### src/rtl/transposition_ctrl.sv
// Sequencer for the NxN register-array transposition unit: buffers one matrix of
// rows, streams it into the array (load), then registers the array read-out.
module transposition_ctrl #(
    parameter int DATA_WIDTH     = 16,
    parameter int SYSTOLIC_WIDTH = 4
) (
    input  logic                                 clk,
    input  logic                                 rst_n,
    input  logic                                 abort,
    input  logic                                 in_valid,
    output logic                                 in_ready,
    input  logic [SYSTOLIC_WIDTH*DATA_WIDTH-1:0] in_data,
    output logic                                 array_mode,
    output logic [SYSTOLIC_WIDTH*DATA_WIDTH-1:0] array_data,
    input  logic [SYSTOLIC_WIDTH*DATA_WIDTH-1:0] array_out,
    output logic                                 out_valid,
    output logic [SYSTOLIC_WIDTH*DATA_WIDTH-1:0] out_data,
    output logic                                 out_last,
    output logic                                 busy,
    output logic [15:0]                          done_cnt
);
    localparam int ROW_W = SYSTOLIC_WIDTH * DATA_WIDTH;
    localparam int IW    = $clog2(SYSTOLIC_WIDTH);
    localparam int CW    = $clog2(SYSTOLIC_WIDTH + 1);
    localparam logic [CW-1:0] FULL    = CW'(SYSTOLIC_WIDTH);
    localparam logic [CW-1:0] FULL_M1 = CW'(SYSTOLIC_WIDTH - 1);
    localparam logic [IW-1:0] LAST_RD = IW'(SYSTOLIC_WIDTH - 1);

    typedef enum logic [1:0] {FILL, LOAD, DRAIN} state_t;

    state_t                               state, state_nxt;
    logic [CW-1:0]                        wr_cnt;
    logic [IW-1:0]                        rd_cnt;
    logic [SYSTOLIC_WIDTH-1:0][ROW_W-1:0] row_buf;
    logic                                 wr_en, rd_last, fill_done, draining;

    assign wr_en     = in_valid & in_ready & ~abort;
    assign rd_last   = (rd_cnt == LAST_RD);
    // Counts the handshake landing on this edge so a refill finishing on the
    // last DRAIN cycle chains straight into LOAD.
    assign fill_done = (wr_cnt == FULL) || (wr_en && (wr_cnt == FULL_M1));
    assign draining  = (state == DRAIN) & ~abort;
    assign busy      = (state != FILL) || (wr_cnt != '0);

    always_ff @(posedge clk or negedge rst_n) begin
        if (!rst_n)
            state <= FILL;
        else if (abort)
            state <= FILL;
        else
            state <= state_nxt;
    end

    always_comb begin
        state_nxt = state;
        case (state)
            FILL:    if (fill_done) state_nxt = LOAD;
            LOAD:    if (rd_last)   state_nxt = DRAIN;
            DRAIN:   if (rd_last)   state_nxt = fill_done ? LOAD : FILL;
            default: state_nxt = FILL;
        endcase
    end

    always_comb begin
        in_ready   = 1'b0;
        array_mode = 1'b1;
        array_data = '0;
        case (state)
            FILL, DRAIN: in_ready = (wr_cnt != FULL);
            LOAD: begin
                array_mode = 1'b0;
                array_data = row_buf[rd_cnt];
            end
            default: ;
        endcase
    end

    always_ff @(posedge clk or negedge rst_n) begin
        if (!rst_n) begin
            wr_cnt <= '0;
            rd_cnt <= '0;
        end else if (abort) begin
            wr_cnt <= '0;
            rd_cnt <= '0;
        end else begin
            if (state == LOAD && rd_last)
                wr_cnt <= '0;
            else if (wr_en)
                wr_cnt <= wr_cnt + CW'(1);
            if (state == FILL || rd_last)
                rd_cnt <= '0;
            else
                rd_cnt <= rd_cnt + IW'(1);
        end
    end

    // Write index is always below N here because in_ready gates wr_en.
    always_ff @(posedge clk) begin
        if (wr_en)
            row_buf[wr_cnt[IW-1:0]] <= in_data;
    end

    always_ff @(posedge clk or negedge rst_n) begin
        if (!rst_n) begin
            out_valid <= 1'b0;
            out_last  <= 1'b0;
            out_data  <= '0;
            done_cnt  <= '0;
        end else begin
            out_valid <= draining;
            out_last  <= draining & rd_last;
            if (draining)
                out_data <= array_out;
            if (draining && rd_last)
                done_cnt <= done_cnt + 16'd1;
        end
    end
endmodule
### config.mk
export PLATFORM = sky130hd
export DESIGN_NAME = transposition_ctrl
export DESIGN_NICKNAME = d
export VERILOG_FILES = /design/src/rtl/transposition_ctrl.sv
export SDC_FILE = /design/constraint.sdc
export NUM_CORES = 1
export LEC_CHECK = 0
export BUFFER_PORTS_ARGS = -buffer_cell sky130_fd_sc_hd__buf_2
export CORE_MARGIN = 2
export CORE_UTILIZATION = 30
export DETAILED_ROUTE_END_ITERATION = 7
export GPL_ROUTABILITY_DRIVEN = 0
export HOLD_SLACK_MARGIN = 0.06
export SYNTH_ARGS = -nofsm -noshare
export SYNTH_HDL_FRONTEND = slang
export SYNTH_SLANG_ARGS = --single-unit
export TNS_END_PERCENT = 30
### constraint.sdc
create_clock -name clk -period 9.1 [get_ports clk]
set_input_delay 1.82 -clock clk [delete_from_list [all_inputs] [get_ports clk]]
set_output_delay 1.82 -clock clk [all_outputs]
set_load 0.02 [all_outputs]
==> metrics.md, run 1 <==
| Metric | Value |
|---|---|
| Status | `completed` |
| Core ar. | `0.04393 sq mm` |
| Syn-to-layout area delta | `25.95%` |
| P_leak | `6.564 nW` |
| Wirelength, routed | `29730 um` |
| Final core occ | `38.00%` |
| GRT Total Usage | `12.91%` |
| Longest Clk Path Bufs | `3` |
| Non-Filler Instances | `around 1600` |
| Via count | `about 7100` |
| Final hold violation count | `0` |
| Minimum clock period after layout | `4.897 ns` |
| RSZ-0062 raised after global routing | `no` |
| Worst EP arrival | `3.08 ns` |
| 1st-pass router iterations | `4` |
| CTS tree | `built` |
| Via density | `around 4.5` |
| Mapped Area | `0.01326 sq mm` |
| Commonest non-fill, non-tap cell in the layout | `buf_2` |
| Vias in the first global route | `7732` |
| Initial antenna violation count | `3` |
| PwrDens | `214.9 mW/mm^2` |
| Cell Chain, Critical Path | `buf_4, mux4_2, nor2b_1, buf_2` |
| Number of setup buffers added after CTS | `0` |
| Area leader, netlist | `edfxtp_1` |
| Later-pin clock latency in the skew report | `0.55 ns` |
| Io pins | `between 200 and 300` |
| Synth top area share | `approximately 58%` |
| First-pass GRT wire length | `roughly 46000 um` |
| Dpl hpwl | `18740 um` |
| Largest net degree at the start of global routing | `67` |
| HP Class | `flip-flop to flip-flop` |
| Hold Buf Count CTS | `0` |
| DP Area | `0.01531 sq mm` |
| Crit path from | `rd_cnt[0]` |
| Clock Sinks | `roughly 350` |
| Share of cells above drive strength 1 | `50.31%` |
| Number of nets with antenna violations after routing | `0` |
| Port bufs | `280` |
| FF+latch count, synth | `345` |
| Post-route cell area | `0.01670 sq mm` |
| Cell count after synthesis | `648` |
| EDFF count, synth | `around 260` |
| Setup CP Type | `flip-flop to output pin` |
| Critical Path RT | `7.28 ns` |
| Cts repair resizes | `0` |
| Max Cap Viol | `0` |
| Unique masters post-synth | `34` |
| Worst reg2reg path startpoint | `wr_cnt[0]` |
| Die area | `between 0.04 and 0.05 sq mm` |
| Fraction of registers with async set/reset | `25.80%` |
| Worst Path Max Fanout | `37` |
| Final period utilization | `53.81%` |
| H-tree depth | `2` |
| Post-Syn Nets | `slightly below 800` |
| Clock root cell | `clkbuf_16` |
| Post-layout nets | `between 1000 and 1500` |
| # placed instances | `around 1500` |
| Hold Startpoint | `done_cnt[15]` |
| Most frequent cells in the layout | `buf_2, edfxtp_1, dfrtp_1` |
| Avg Synthesized Cell Area | `20.46 sq um` |
| Clock slew at reported path FFs | `0.06 ns` |
| CP max-delay cell | `dfrtp_4` |
| Synth warnings | `0` |
| Initial core utilization | `30.17%` |
| VDD IR max | `about 120 uV` |
| Final clock skew | `0.01756 ns` |
| Top post-synthesis cells by area | `edfxtp_1, dfrtp_1, mux4_2` |
| R2R setup slack | `6.20 ns` |
| Pins Over Slew Limit | `0` |
| CTS buffer count | `40` |
| Final Setup Violations | `0` |
| Buf/Inv on CP | `2` |
| Die Ht | `214.2 um` |
| GRT overflow | `0` |
| Rel. slew slack | `roughly 35%` |
| Register area share after synthesis | `74.79%` |
| CP peak stage delay | `a little over 0.9 ns` |
| CP delay by family, top | `flip-flops` |
| Die Wd | `214.2 um` |
| Routed length per instance | `18.96 um` |
| Slew at the pin with the worst max-slew slack | `0.9815 ns` |
| Critical path launch point type | `flip-flop` |
| Fmax achieved | `0.2042 GHz` |
| Endpoint class of the critical path | `output pin` |
| Synth Flop Type | `edfxtp_1` |
| Iter 0 DRT Violations | `~340` |
| DRC viols | `0` |
| Row count | `77` |
| Final TNS setup | `0 ns` |
## logic make-up after synthesis
kind of cell	count (synthesis)	synth area share [%]
AO/OA/AOI/OAI	8	0.3681
buffers and inverters	36	1.548
multiplexers	129	16.39
XOR/XNOR	15	0.9911
AND/OR/NAND/NOR	108	5.248
adder cells (fa/ha/maj)	7	0.6607
flip-flops	345	74.79
## routing by layer
layer,global-route usage (%),vias up,part of all wire (%)
li1,-,3142,-
met1,15.69,3570,41
met2,21.44,286,49
met3,4.681,52,8.1
met4,4.051,6,2.1
met5,0,-,0.14
## power breakdown
part	switching, mW	internal [mW]	leakage [nW]	total [mW]
Combinational	0.0996	0.0719	2.35	0.172
Clock	0.625	1.03	0.677	1.66
Sequential	0.0174	1.74	3.54	1.76
## area by class of cell
| cell class | count | area (sq um) |
|---|---|---|
| diodes | 2 | 5.005 |
| clock buffers | 47 | 1057 |
| clock inverters | 23 | 321.6 |
| fillers | 4103 | 27240 |
| inverters | 4 | 15.01 |
| multi-input cells | 267 | 3171 |
| flip-flops and latches | 345 | 9922 |
| well taps | 592 | 740.7 |
| repair buffers | 288 | 1464 |
## through the flow
step	setup slack, ns	hold slack, ns	total power, mW
3_3_place_gp	4.583	0.4644	1.963
3_5_place_dp	4.620	0.4718	1.968
5_1_grt	3.894	0.5076	3.722
4_1_cts	3.997	0.4846	3.647
6_report	4.203	0.4853	3.587
2_1_floorplan	4.835	0.5437	1.874
## final timing paths
kind / endpoint / cells after the start
setup / recovery: array_data[1] / 4
min in group asynchronous: out_data[37] / 1
setup reg to reg: row_buf[61] / 5
max in group asynchronous: rd_cnt[1] / 2
hold reg to reg: done_cnt[15] / 1
hold / removal: done_cnt[15] / 1
## Yosys cell counts, drive strengths merged (2+ instances only)
library cell / instances
a21oi: 5
and3: 5
and4: 3
buf: 23
clkbuf: 9
dfrtp: 89
edfxtp: 256
ha: 7
inv: 4
mux2: 65
mux4: 64
nand2: 5
nand2b: 2
nand3: 13
nand4: 4
nor2b: 65
nor4: 3
xnor2: 12
xor2: 3
## flip-flops by register name, summed over array words and instances (netlist names)
register	count
rd_cnt	2
done_cnt	16
wr_cnt	3
out_last	1
out_valid	1
row_buf	256
state	2
out_data	64
Note: power is estimated with default switching activity, not from simulation.
==> run 2, diff against run 1 <==
==> constraint.sdc (replaced) <==
create_clock -name clk -period 4.93 [get_ports clk]
set_input_delay 0.986 -clock clk [delete_from_list [all_inputs] [get_ports clk]]
set_output_delay 0.986 -clock clk [all_outputs]
set_load 0.02 [all_outputs]
==> metrics.md, run 2 (synthesis gave the netlist of run 1 again) <==
| Metric | Value |
|---|---|
| Pre-CTS WS | `1.695 ns (-2.926 ns)` |
| Hold Buf Count CTS | `0 (unchanged)` |
| Clock root cell | `clkbuf_16` |
| Metal-1 WL | `12000 um (-1.7%)` |
| Core ar. | `0.04393 sq mm (unchanged)` |
| Initial core utilization | `30.17% (unchanged)` |
| H-tree depth | `2 (unchanged)` |
| Die Ht | `214.2 um (unchanged)` |
| Pins Over Slew Limit | `0 (unchanged)` |
| GRT overflow | `0 (unchanged)` |
| Worst EP arrival | `2.72 ns (-0.36 ns)` |
| Largest net degree at the start of global routing | `67 (unchanged)` |
| HP Class | `flip-flop to flip-flop` |
| CTS tree | `built` |
| Critical Path RT | `3.94 ns (-3.34 ns)` |
| Syn-to-layout area delta | `24.65%` |
| Setup CP Type | `flip-flop to output pin` |
| VDD IR max | `238.8 uV (+93%)` |
| Routed length per instance | `18.99 um (+0.15%)` |
| # placed instances | `1501 (+0.33%)` |
| First-pass GRT wire length | `46110 um (+1.3%)` |
| Final TNS setup | `0 ns (unchanged)` |
| DRC viols | `0 (unchanged)` |
| Max Cap Viol | `0 (unchanged)` |
| Wirelength, routed | `29880 um (+0.53%)` |
| RSZ-0062 raised after global routing | `no` |
| Die area | `0.04589 sq mm (unchanged)` |
| Final period utilization | `75.10%` |
| Row count | `77 (unchanged)` |
| Minimum clock period after layout | `3.702 ns` |
| Routed length on met3 | `2493 um (+3.2%)` |
| Dpl hpwl | `19110 um (+1.9%)` |
| Worst Path Max Fanout | `40 (+8.1%)` |
| Port bufs | `280 (unchanged)` |
| Cts repair resizes | `0 (unchanged)` |
| Critical path launch point type | `flip-flop` |
| PwrDens | `374.2 mW/mm^2 (+74%)` |
| Share of cells above drive strength 1 | `49.34% (-0.97 points)` |
| DP Area | `0.01536 sq mm (+0.33%)` |
| Commonest non-fill, non-tap cell in the layout | `buf_2` |
| Longest Clk Path Bufs | `3 (unchanged)` |
| Fmax achieved | `0.2701 GHz` |
| Final hold violation count | `0 (unchanged)` |
| Via density | `4.503 (about the same)` |
| P_leak | `6.482 nW (-1.3%)` |
| CTS buffer count | `39 (-2.5%)` |
| Number of nets with antenna violations after routing | `0 (unchanged)` |
| Final clock skew | `0.01073 ns (-0.006832 ns)` |
| Fillcell total | `4141 (+0.93%)` |
| Max FFs per register | `256 (unchanged)` |
| Final core occ | `37.61% (-0.39 points)` |
| Initial antenna violation count | `5 (+2)` |
| Later-pin clock latency in the skew report | `0.54 ns (about the same)` |
| Die Wd | `214.2 um (unchanged)` |
| Setup WS post-layout | `1.228 ns (-2.976 ns)` |
| Worst Hold Slack | `0.4895 ns (+0.004180 ns)` |
| Non-Filler Instances | `1574 (+0.38%)` |
| 1st-pass router iterations | `4 (unchanged)` |
| Clock Sinks | `345 (unchanged)` |
| Final Setup Violations | `0 (unchanged)` |
| Via count | `7087 (+0.44%)` |
| Most frequent cells in the layout | `buf_2, edfxtp_1, dfrtp_1` |
| Post-layout nets | `1089 (+0.37%)` |
| GRT Total Usage | `13.14% (+0.24 points)` |
| Iter 0 DRT Violations | `300 (-11%)` |
| Met2 wire length | `14770 um (+2.3%)` |
| Post-route cell area | `0.01652 sq mm (-1.0%)` |
| Highest metal used | `met5` |
| Status | `completed` |
| Io pins | `281 (unchanged)` |
| Rel. slew slack | `38.20% (+3.6 points)` |
| Vias in the first global route | `7831 (+1.3%)` |
| Slew at the pin with the worst max-slew slack | `0.9270 ns (-0.05451 ns)` |
| Number of setup buffers added after CTS | `0 (unchanged)` |
| Final Power | `6.183 mW (+72%)` |
| Clock slew at reported path FFs | `0.06 ns (about the same)` |
| Endpoint class of the critical path | `output pin` |
[run 2: worst paths after layout]
kind | slack [ns] | to | cells past startpoint | start
max in group asynchronous | 3.52 | out_data[2] | 2 | rst_n
worst min-delay path | 0.49 | done_cnt[13] | 1 | done_cnt[13]
worst max register to register | 2.08 | done_cnt[9] | 5 | rd_cnt[1]
worst max-delay path | 1.23 | array_data[45] | 4 | rd_cnt[0]
worst min register to register | 0.49 | done_cnt[13] | 1 | done_cnt[13]
min in group asynchronous | 0.56 | out_data[57] | 1 | rst_n
[run 2: worst max-delay path: stages (launching register included)]
cell and delay [ns]:
dfrtp_4 0.81, buf_12 0.39, mux4_2 0.54, nor2b_1 0.16, buf_2 0.21
[run 2: layout make-up]
cell class	instances	area, sq um	share of cell area [%]
antenna	1	2.502	0.01514
clock buffer	52	1046	6.330
clock inverter	20	113.9	0.6890
inverter	4	15.01	0.09086
multi-input combinational	267	3171	19.19
sequential	345	9922	60.04
tap	592	740.7	4.482
timing repair buffer	293	1514	9.162
[run 2: layer usage]
layer	vias to the layer above	GRT usage [%]
met2	278	22.35
met1	3598	15.57
met4	10	3.264
met3	51	5.262
li1	3150	-
met5	-	0
[run 2: power by group]
part	internal, mW	total, mW	switching, mW
registers	3.22	3.25	0.0313
logic	0.134	0.318	0.184
clock network	1.50	2.62	1.12
total	4.85	6.18	1.33
==> run 3, diff against run 2 <==
==> constraint.sdc (replaced) <==
create_clock -name clk -period 3.7 [get_ports clk]
set_input_delay 0.74 -clock clk [delete_from_list [all_inputs] [get_ports clk]]
set_output_delay 0.74 -clock clk [all_outputs]
set_load 0.02 [all_outputs]
==> metrics.md, run 3 (synthesis gave the netlist of run 1 again) <==
| Metric | Value |
|---|---|
| P_leak | `6.595 nW (+1.7%)` |
| DP Area | `0.01546 sq mm (+0.67%)` |
| Port bufs | `280 (unchanged)` |
| Initial antenna violation count | `3 (-2)` |
| Final period utilization | `just under 90%` |
| Worst Hold Slack | `0.3787 ns (-0.1108 ns)` |
| Longest Clk Path Bufs | `3 (unchanged)` |
| Reg2Reg Depth | `5 (unchanged)` |
| Pre-CTS WS | `0.8672 ns (-0.8274 ns)` |
| Minimum clock period after layout | `around 3.3 ns` |
| Worst Path Max Fanout | `29 (-28%)` |
| Die Ht | `214.2 um (unchanged)` |
| Cts repair resizes | `0 (unchanged)` |
| Reg area | `0.009922 sq mm (unchanged)` |
| Post-layout nets | `1092 (+0.28%)` |
| Share of cells above drive strength 1 | `50.15% (+0.82 points)` |
| # placed instances | `1503 (+0.13%)` |
| Later-pin clock latency in the skew report | `0.55 ns (about the same)` |
| PwrDens | `520.0 mW/mm^2 (+39%)` |
| Iter 0 DRT Violations | `327 (+9.0%)` |
| Fillcell total | `4090 (-1.2%)` |
| VDD IR max | `313.2 uV (+31%)` |
| Critical path launch point type | `flip-flop` |
| Rel. slew slack | `29.46% (-8.7 points)` |
| Clock slew at reported path FFs | `0.06 ns (about the same)` |
| Commonest non-fill, non-tap cell in the layout | `buf_2` |
| Largest net degree at the start of global routing | `86 (+28%)` |
| Row count | `77 (unchanged)` |
| Final Power | `8.731 mW (+41%)` |
| HP Class | `primary input to asynchronous set/reset pin` |
| Core ar. | `0.04393 sq mm (unchanged)` |
| Max FFs per register | `256 (unchanged)` |
| DRC viols | `0 (unchanged)` |
| Final Setup Violations | `0 (unchanged)` |
| Dpl hpwl | `19250 um (+0.74%)` |
| Critical Path RT | `2.96 ns (-0.98 ns)` |
| Setup WS post-layout | `0.3920 ns (-0.8358 ns)` |
| Clock Sinks | `345 (unchanged)` |
| Die area | `0.04589 sq mm (unchanged)` |
| 1st-pass router iterations | `4 (unchanged)` |
| Post-route cell area | `0.01679 sq mm (+1.6%)` |
| Io pins | `281 (unchanged)` |
| Worst reg2reg path startpoint | `wr_cnt[0]` |
| Number of setup buffers added after CTS | `0 (unchanged)` |
| Final hold violation count | `0 (unchanged)` |
| RSZ-0062 raised after global routing | `no` |
| First-pass GRT wire length | `46100 um (about the same)` |
| Slew at the pin with the worst max-slew slack | `1.058 ns (+0.1311 ns)` |
| GRT Total Usage | `13.08% (-0.063 points)` |
| Number of nets with antenna violations after routing | `0 (unchanged)` |
| Final clock skew | `0.01263 ns (+0.001904 ns)` |
| Setup CP Type | `flip-flop to output pin` |
| Via density | `4.497 (-0.13%)` |
| Wirelength, routed | `29500 um (-1.3%)` |
| Vias in the first global route | `7870 (+0.50%)` |
| Routed length per instance | `18.76 um (-1.2%)` |
| Hold Buf Count CTS | `0 (unchanged)` |
| Max Cap Viol | `0 (unchanged)` |
| Final core occ | `38.22% (+0.61 points)` |
| Area of the multi-input gates | `0.003171 sq mm (unchanged)` |
| Pins Over Slew Limit | `0 (unchanged)` |
| CTS buffer count | `40 (+2.6%)` |
| CTS tree | `built` |
| Endpoint class of the critical path | `output pin` |
| Non-Filler Instances | `1573 (-0.064%)` |
| Fmax achieved | `0.3023 GHz` |
| H-tree depth | `2 (unchanged)` |
| Crit path from | `rd_cnt[0]` |
| GRT overflow | `0 (unchanged)` |
| Syn-to-layout area delta | `26.66%` |
| Worst EP arrival | `2.57 ns (-0.15 ns)` |
| Diodes inserted | `0 (-1)` |
| Via count | `7073 (-0.20%)` |
| Initial core utilization | `30.17% (unchanged)` |
| Status | `completed` |
| Most frequent cells in the layout | `buf_2, edfxtp_1, dfrtp_1` |
| Die Wd | `214.2 um (unchanged)` |
| Clock root cell | `clkbuf_16` |
| Final TNS setup | `0 ns (unchanged)` |
==> run 3: changes by cell type in the layout (fill, tap and decap cells not counted), sizes merged <==
| cell | delta |
|---|---|
| inv | +3 |
| clkinvlp | -1 |
| clkbuf | -5 |
| bufinv | +6 |
| clkinv | -5 |
| diode | -1 |
| buf | +2 |
==> run 3: routing by layer <==
metal  vias to the layer above  GRT usage (%)  routed length (um)
met2                       278          21.89               14260
met1                      3588          15.99               12120
met3                        51          4.766                2477
met4                         6          3.542                 606
met5                         -              0                  43
li1                       3150              -                   -
==> run 3: layout make-up <==
class / instances / share of cell area, %
clock inverters: 23 / 1.781
multi-input cells: 267 / 18.88
inverters: 4 / 0.08942
well taps: 592 / 4.411
flip-flops and latches: 345 / 59.09
clock buffers: 47 / 6.118
repair buffers: 295 / 9.627
==> run 3: worst max-delay path, stage by stage (launching register included) <==
cell	delay (ns)
dfrtp_4	0.84
buf_4	0.34
mux4_2	0.51
nor2b_1	0.14
buf_2	0.16
==> run 3: where the power goes <==
part | switching, mW | leakage [nW] | internal, mW
combinational | 0.243 | 2.41 | 0.181
clock | 1.56 | 0.649 | 2.42
sequential | 0.0412 | 3.54 | 4.29
total | 1.84 | 6.59 | 6.89
==> run 3: worst paths after layout <==
| path | end | slack, ns |
|---|---|---|
| min in group clk | row_buf[164] | 0.40 |
| max in group asynchronous | rd_cnt[1] | 2.55 |
| hold reg to reg | done_cnt[15] | 0.48 |
| setup / recovery | array_data[7] | 0.39 |
| setup reg to reg | row_buf[203] | 1.30 |
| hold / removal | out_data[36] | 0.38 |
